## src/rtl/mulu_pkg.sv

```systemverilog
// Shared constants and types for the 7x7 unsigned sequential multiplier tile.
package mulu_pkg;

    localparam int unsigned W     = 7;
    localparam int unsigned PW    = 14;
    localparam int unsigned CNT_W = 3;

    typedef enum logic [1:0] {
        IDLE,
        LOAD,
        CALC,
        DONE
    } state_e;

    localparam int unsigned IDX_CLK    = 0;
    localparam int unsigned IDX_RST    = 1;
    localparam int unsigned IDX_START  = 2;
    localparam int unsigned IDX_M_IN   = 3;
    localparam int unsigned IDX_Q_IN   = 4;
    localparam int unsigned IDX_HI_SEL = 5;

endpackage

```

## src/rtl/mulu_m7q7_core_shift_add_dp.sv

```systemverilog
// Multiplicand register and product/shift-add datapath.
// MULU_NEGEDGE_EN moves all state updates to the falling clock edge.
module mulu_shift_add_dp
    import mulu_pkg::*;
(
    input  logic          clk,
    input  logic          rst,
    input  logic          shift_en,
    input  logic          m_bit,
    input  logic          init_en,
    input  logic [W-1:0]  q_val,
    input  logic          step_en,
    output logic [PW-1:0] p
);

    logic [W-1:0]  m_q;
    logic [PW-1:0] p_q;
    logic [W:0]    sum;

    // s[7] carries into the product top bit; keep the full 8-bit sum.
    always_comb begin
        sum = {1'b0, p_q[PW-1:W]} + (p_q[0] ? {1'b0, m_q} : '0);
    end

`ifdef MULU_NEGEDGE_EN
    always_ff @(negedge clk or posedge rst) begin
`else
    always_ff @(posedge clk or posedge rst) begin
`endif
        if (rst) begin
            m_q <= '0;
            p_q <= '0;
        end else begin
            if (shift_en) begin
                m_q <= {m_bit, m_q[W-1:1]};
            end
            if (init_en) begin
                p_q <= {{W{1'b0}}, q_val};
            end else if (step_en) begin
                p_q <= {sum, p_q[W-1:1]};
            end
        end
    end

    assign p = p_q;

endmodule

```

## src/rtl/mulu_m7q7_core.sv

```systemverilog
// 7x7 unsigned sequential multiplier tile top: FSM, bit counter, multiplier shift-in, output mux.
// MULU_NEGEDGE_EN moves all state updates to the falling clock edge.
module mulu_m7q7_core
    import mulu_pkg::*;
(
    input  logic [7:0] io_in,
    output logic [7:0] io_out
);

    logic clk, rst, start, m_in, q_in, hi_sel;
    logic unused_pins;

    assign clk         = io_in[IDX_CLK];
    assign rst         = io_in[IDX_RST];
    assign start       = io_in[IDX_START];
    assign m_in        = io_in[IDX_M_IN];
    assign q_in        = io_in[IDX_Q_IN];
    assign hi_sel      = io_in[IDX_HI_SEL];
    assign unused_pins = ^io_in[7:6];

    state_e           state_q;
    logic [CNT_W-1:0] cnt_q;
    logic [W-1:0]     mplier_q;
    logic             done_q;
    logic [W-1:0]     q_shift;
    logic             last;
    logic             shift_en, init_en, step_en;
    logic [PW-1:0]    p;

    assign q_shift  = {q_in, mplier_q[W-1:1]};
    assign last     = (cnt_q == CNT_W'(W - 1));
    assign shift_en = (state_q == LOAD);
    // The 7th load edge seeds P with the fully shifted multiplier, including this edge's bit.
    assign init_en  = shift_en && last;
    assign step_en  = (state_q == CALC);

`ifdef MULU_NEGEDGE_EN
    always_ff @(negedge clk or posedge rst) begin
`else
    always_ff @(posedge clk or posedge rst) begin
`endif
        if (rst) begin
            state_q  <= IDLE;
            cnt_q    <= '0;
            mplier_q <= '0;
            done_q   <= 1'b0;
        end else begin
            case (state_q)
                IDLE: begin
                    if (start) begin
                        state_q <= LOAD;
                        cnt_q   <= '0;
                    end
                end
                LOAD: begin
                    mplier_q <= q_shift;
                    if (last) begin
                        cnt_q   <= '0;
                        state_q <= CALC;
                    end else begin
                        cnt_q <= cnt_q + CNT_W'(1);
                    end
                end
                CALC: begin
                    if (last) begin
                        cnt_q   <= '0;
                        state_q <= DONE;
                        done_q  <= 1'b1;
                    end else begin
                        cnt_q <= cnt_q + CNT_W'(1);
                    end
                end
                DONE: begin
                    if (start) begin
                        done_q  <= 1'b0;
                        cnt_q   <= '0;
                        state_q <= LOAD;
                    end
                end
                default: state_q <= IDLE;
            endcase
        end
    end

    mulu_shift_add_dp u_dp (
        .clk      (clk),
        .rst      (rst),
        .shift_en (shift_en),
        .m_bit    (m_in),
        .init_en  (init_en),
        .q_val    (q_shift),
        .step_en  (step_en),
        .p        (p)
    );

    assign io_out = {done_q, hi_sel ? p[PW-1:W] : p[W-1:0]};

endmodule

```

## config.mk

```make
export PLATFORM = sky130hd
export DESIGN_NAME = mulu_m7q7_core
export DESIGN_NICKNAME = d
export VERILOG_FILES = /design/src/rtl/mulu_pkg.sv /design/src/rtl/mulu_m7q7_core_shift_add_dp.sv /design/src/rtl/mulu_m7q7_core.sv
export SDC_FILE = /design/constraint.sdc
export NUM_CORES = 1
export LEC_CHECK = 0
export CORE_UTILIZATION = 50
export DETAILED_ROUTE_END_ITERATION = 8
export GPL_TIMING_DRIVEN = 0
export PLACE_DENSITY = 0.8
export SKIP_LAST_GASP = 1
export SYNTH_ARGS = -nofsm -noshare
export SYNTH_HDL_FRONTEND = slang
export SYNTH_SLANG_ARGS = --single-unit
```

## constraint.sdc

```tcl
create_clock -name io_in -period 2.1 [get_ports io_in]
set_input_delay 0.21 -clock io_in [delete_from_list [all_inputs] [get_ports io_in]]
set_output_delay 0.21 -clock io_in [all_outputs]
set_load 0.01 [all_outputs]
```

==> impl_metrics.env <==
export IMPL_outcome="finished, violations left"
export IMPL_violations="hold timing"
export IMPL_wire_per_inst_um=17.2
export IMPL_area_growth_pct=33.3
export IMPL_synth_top_family_by_area="multiplexers"
export IMPL_powerDensity_mw_per_mm2=1310
export IMPL_crit_path_max_fanout=4
export IMPL_routed_wl_mm=5.24
export IMPL_drc=0
export IMPL_avgSynthCellArea_um2=10.6
export IMPL_irDropWorstVdd_v=0.000786
export IMPL_drv_cap=0
export IMPL_path_class="clk2out"
export IMPL_drive_above_1_share_pct=27.3
export IMPL_cp_data_arrival_time_ns=1.85
export IMPL_synth_simple_area_share_pct=12.7
export IMPL_num_vias=1773
export IMPL_synth_nets=199
export IMPL_regArea_um2=827
export IMPL_cp_common_cell="clkbuf_8"
export IMPL_synth_warnings=0
export IMPL_drv_slew=0
export IMPL_rows=22
export IMPL_grt_pass1_vias=2193
export IMPL_viasPerCell=5.83
export IMPL_synth_xor_area_share_pct=0.461
export IMPL_rsz0062_at_grt="no"
export IMPL_setup_viol=0
export IMPL_synth_cell_types=38
export IMPL_cp_slowest_stage_delay_ns=0.29
export IMPL_hold_ws_ns=-0.143
export IMPL_antenna_found_initial=0
export IMPL_die_h_um=63.6
export IMPL_multi_input_area_um2=970
export IMPL_place_inst=235
export IMPL_final_cells=304
export IMPL_power_uw=3310
export IMPL_cts_tree="built"
export IMPL_chipWidth_um=63.6
export IMPL_path_cells="clkbuf_1, clkbuf_8, clkbuf_8, mux2_2, buf_2"
export IMPL_start_util_pct=51.9
export IMPL_antenna_cells=0
export IMPL_clk_pin_slew_ns=0.06
export IMPL_relSlewSlack_pct=76.0
export IMPL_grt_usage_pct=33.6
export IMPL_end_kind="primary output"
export IMPL_worst_slew_pin_slew_ns=0.360
export IMPL_grt_ovfl_total=0
export IMPL_hpwl_mm=2.61
export IMPL_syn_instance_count=179
export IMPL_drtAntennaViolNets=0
export IMPL_fillers=270
export IMPL_slowest_stage="mux2_2"
export IMPL_yosysSeqAreaShare_pct=43.5
export IMPL_synthMuxAreaShare_pct=17.2
export IMPL_min_path_type="clk2reg"
export IMPL_critPathRequiredTime_ns=1.89
export IMPL_hold_viol_final=1
export IMPL_firstDrtPassIters=4
export IMPL_clk_latency_ns=0.29
export IMPL_first_iter_violations=148
export IMPL_grt_max_degree=11
export IMPL_dieArea_mm2=0.00405
export IMPL_port_buffers=8
export IMPL_synth_fa_ha_area_share_pct=8.30
export IMPL_ios=16
export IMPL_fin_nets=269
export IMPL_skew_ns=0.00332
export IMPL_p_leak_uw=0.00134
export IMPL_cp_start_kind="clock port"
export IMPL_syn_area_mm2=0.00190
export IMPL_globalplace_congestion=0.806
export IMPL_tns_ns=0
export IMPL_synth_compound_area_share_pct=12.4
export IMPL_grt_pass1_wl_mm=8.87
export IMPL_core_area_mm2=0.00366
export IMPL_ys_ff_latch=33
cell usage in the layout, fill, tap and decap left out, types with 3 or more instances in the layout:
cell type,count
nor2_1,8
nor3_1,3
o21ai_1,4
inv_1,51
buf_4,5
buf_2,12
dfrtp_1,32
ha_1,11
clkbuf_8,23
mux2i_1,9
nand2_1,8
mux2_2,21
and2_1,6
o21ai_0,3
clkbuf_1,4
o22ai_1,3
nand3b_1,5
a21oi_1,17
cell type report:
type / count / share of cell area, %
clock inverter: 44 / 7.71
multi-input combinational: 123 / 38.3
tap: 48 / 2.37
sequential: 33 / 32.7
buffer: 10 / 2.17
inverter: 11 / 1.63
timing repair buffer: 3 / 0.988
clock buffer: 32 / 14.2
cells in the mapped netlist:
| library cell | count | area, µm² |
|---|---|---|
| ha_1 | 11 | 138 |
| o31ai_1 | 1 | 7.51 |
| a31o_2 | 2 | 17.5 |
| and2b_1 | 1 | 7.51 |
| xnor2_1 | 1 | 8.76 |
| a31oi_1 | 1 | 6.26 |
| and4b_1 | 1 | 10.0 |
| nor3_1 | 3 | 15.0 |
| o21a_1 | 2 | 15.0 |
| nand3b_1 | 5 | 37.5 |
| nor2_1 | 8 | 30.0 |
| nor3_2 | 1 | 10.0 |
| or3_1 | 1 | 6.26 |
| o221ai_1 | 1 | 8.76 |
| dfrtp_1 | 33 | 826 |
| a221oi_1 | 1 | 8.76 |
| o21ai_0 | 3 | 15.0 |
| inv_1 | 13 | 48.8 |
| clkbuf_1 | 2 | 7.51 |
| a21o_1 | 1 | 7.51 |
| o22ai_1 | 3 | 18.8 |
| nand4b_2 | 1 | 15.0 |
| a21oi_1 | 17 | 85.1 |
| nor2b_1 | 1 | 6.26 |
| and4_1 | 1 | 8.76 |
| nand3_1 | 2 | 10.0 |
| nand4b_1 | 2 | 17.5 |
| and2_1 | 6 | 37.5 |
| mux2i_1 | 9 | 90.1 |
| a211oi_1 | 1 | 7.51 |
| o2111ai_1 | 1 | 8.76 |
| nand2_1 | 8 | 30.0 |
| a21oi_2 | 1 | 8.76 |
| mux2_2 | 21 | 236 |
| buf_4 | 3 | 22.5 |
| buf_2 | 5 | 25.0 |
| o21ai_1 | 4 | 20.0 |
| fa_1 | 1 | 20.0 |
registers in the layout, indices dropped and copies added (netlist names):
register,flops
u_dp.p,14
u_dp.m_q,7
mplier_q,6
cnt_q,3
state_q,2
done_q,1
worst paths after layout:
path	endpoint	slack, ns	from	cells past startpoint
worst max-delay path	io_out[6]	0.04	io_in[5]	5
worst min-delay path	u_dp.m_q[6]	-0.14	io_in[3]	1
worst min register to register	mplier_q[1]	0.51	mplier_q[1]	1
min in group asynchronous	u_dp.p[7]	0.79	io_in[1]	3
max in group asynchronous	u_dp.p[0]	1.15	io_in[1]	3
worst max register to register	u_dp.p[12]	0.11	u_dp.p[0]	8
where the power goes:
group / internal [µW] / total [µW] / switching, µW
Sequential: 645 / 645 / 0
Combinational: 0 / 0.000377 / 0
Clock: 1380 / 2660 / 1280
Total: 2020 / 3310 / 1280
kinds of logic after synthesis:
logic type / Yosys count
AOI/OAI and AO/OA: 39
xor gates and xnor gates: 1
adders and majority gates: 12
buffers and inverters: 23
DFF: 33
muxes: 30
and+or+nand+nor: 41
worst max-delay path, delay by kind of cell:
kind | cells | cell delay [ns]
multiplexers | 1 | 0.29
buffers and inverters | 4 | 0.51
layer usage:
layer | track usage (%) | routed length [µm] | vias up
li1 | - | - | 786
met1 | 26.6 | 1940 | 838
met2 | 36.8 | 2500 | 116
met3 | 35.7 | 561 | 33
met4 | 47.2 | 234 | 0
met5 | 0 | 0 | -
metrics by stage:
| step | worst slack [ns] | area (µm²) | hold slack (ns) | util, % |
|---|---|---|---|---|
| 6_report | 0.0419 | 2530 | -0.143 | 69.2 |
| 5_1_grt | 0.00167 | 2530 | -0.148 | 69.2 |
| 2_1_floorplan | 0.243 | 1900 | 0.0891 | - |
| 3_3_place_gp | -0.0744 | 2040 | 0.0891 | 55.7 |
| 4_1_cts | 0.0291 | 2520 | -0.141 | 68.7 |
| 3_5_place_dp | -0.0743 | 2040 | 0.0891 | 55.7 |
timing repair:
| action | CTS | global route |
|---|---|---|
| hold buffers | 0 | 0 |
| gates resized for setup | 28 | 1 |
| setup buffers | 0 | 2 |
| endpoints found under the setup margin | 7 | 2 |
| pin swaps | 0 | 1 |
Power figures use the tool's default switching activity.
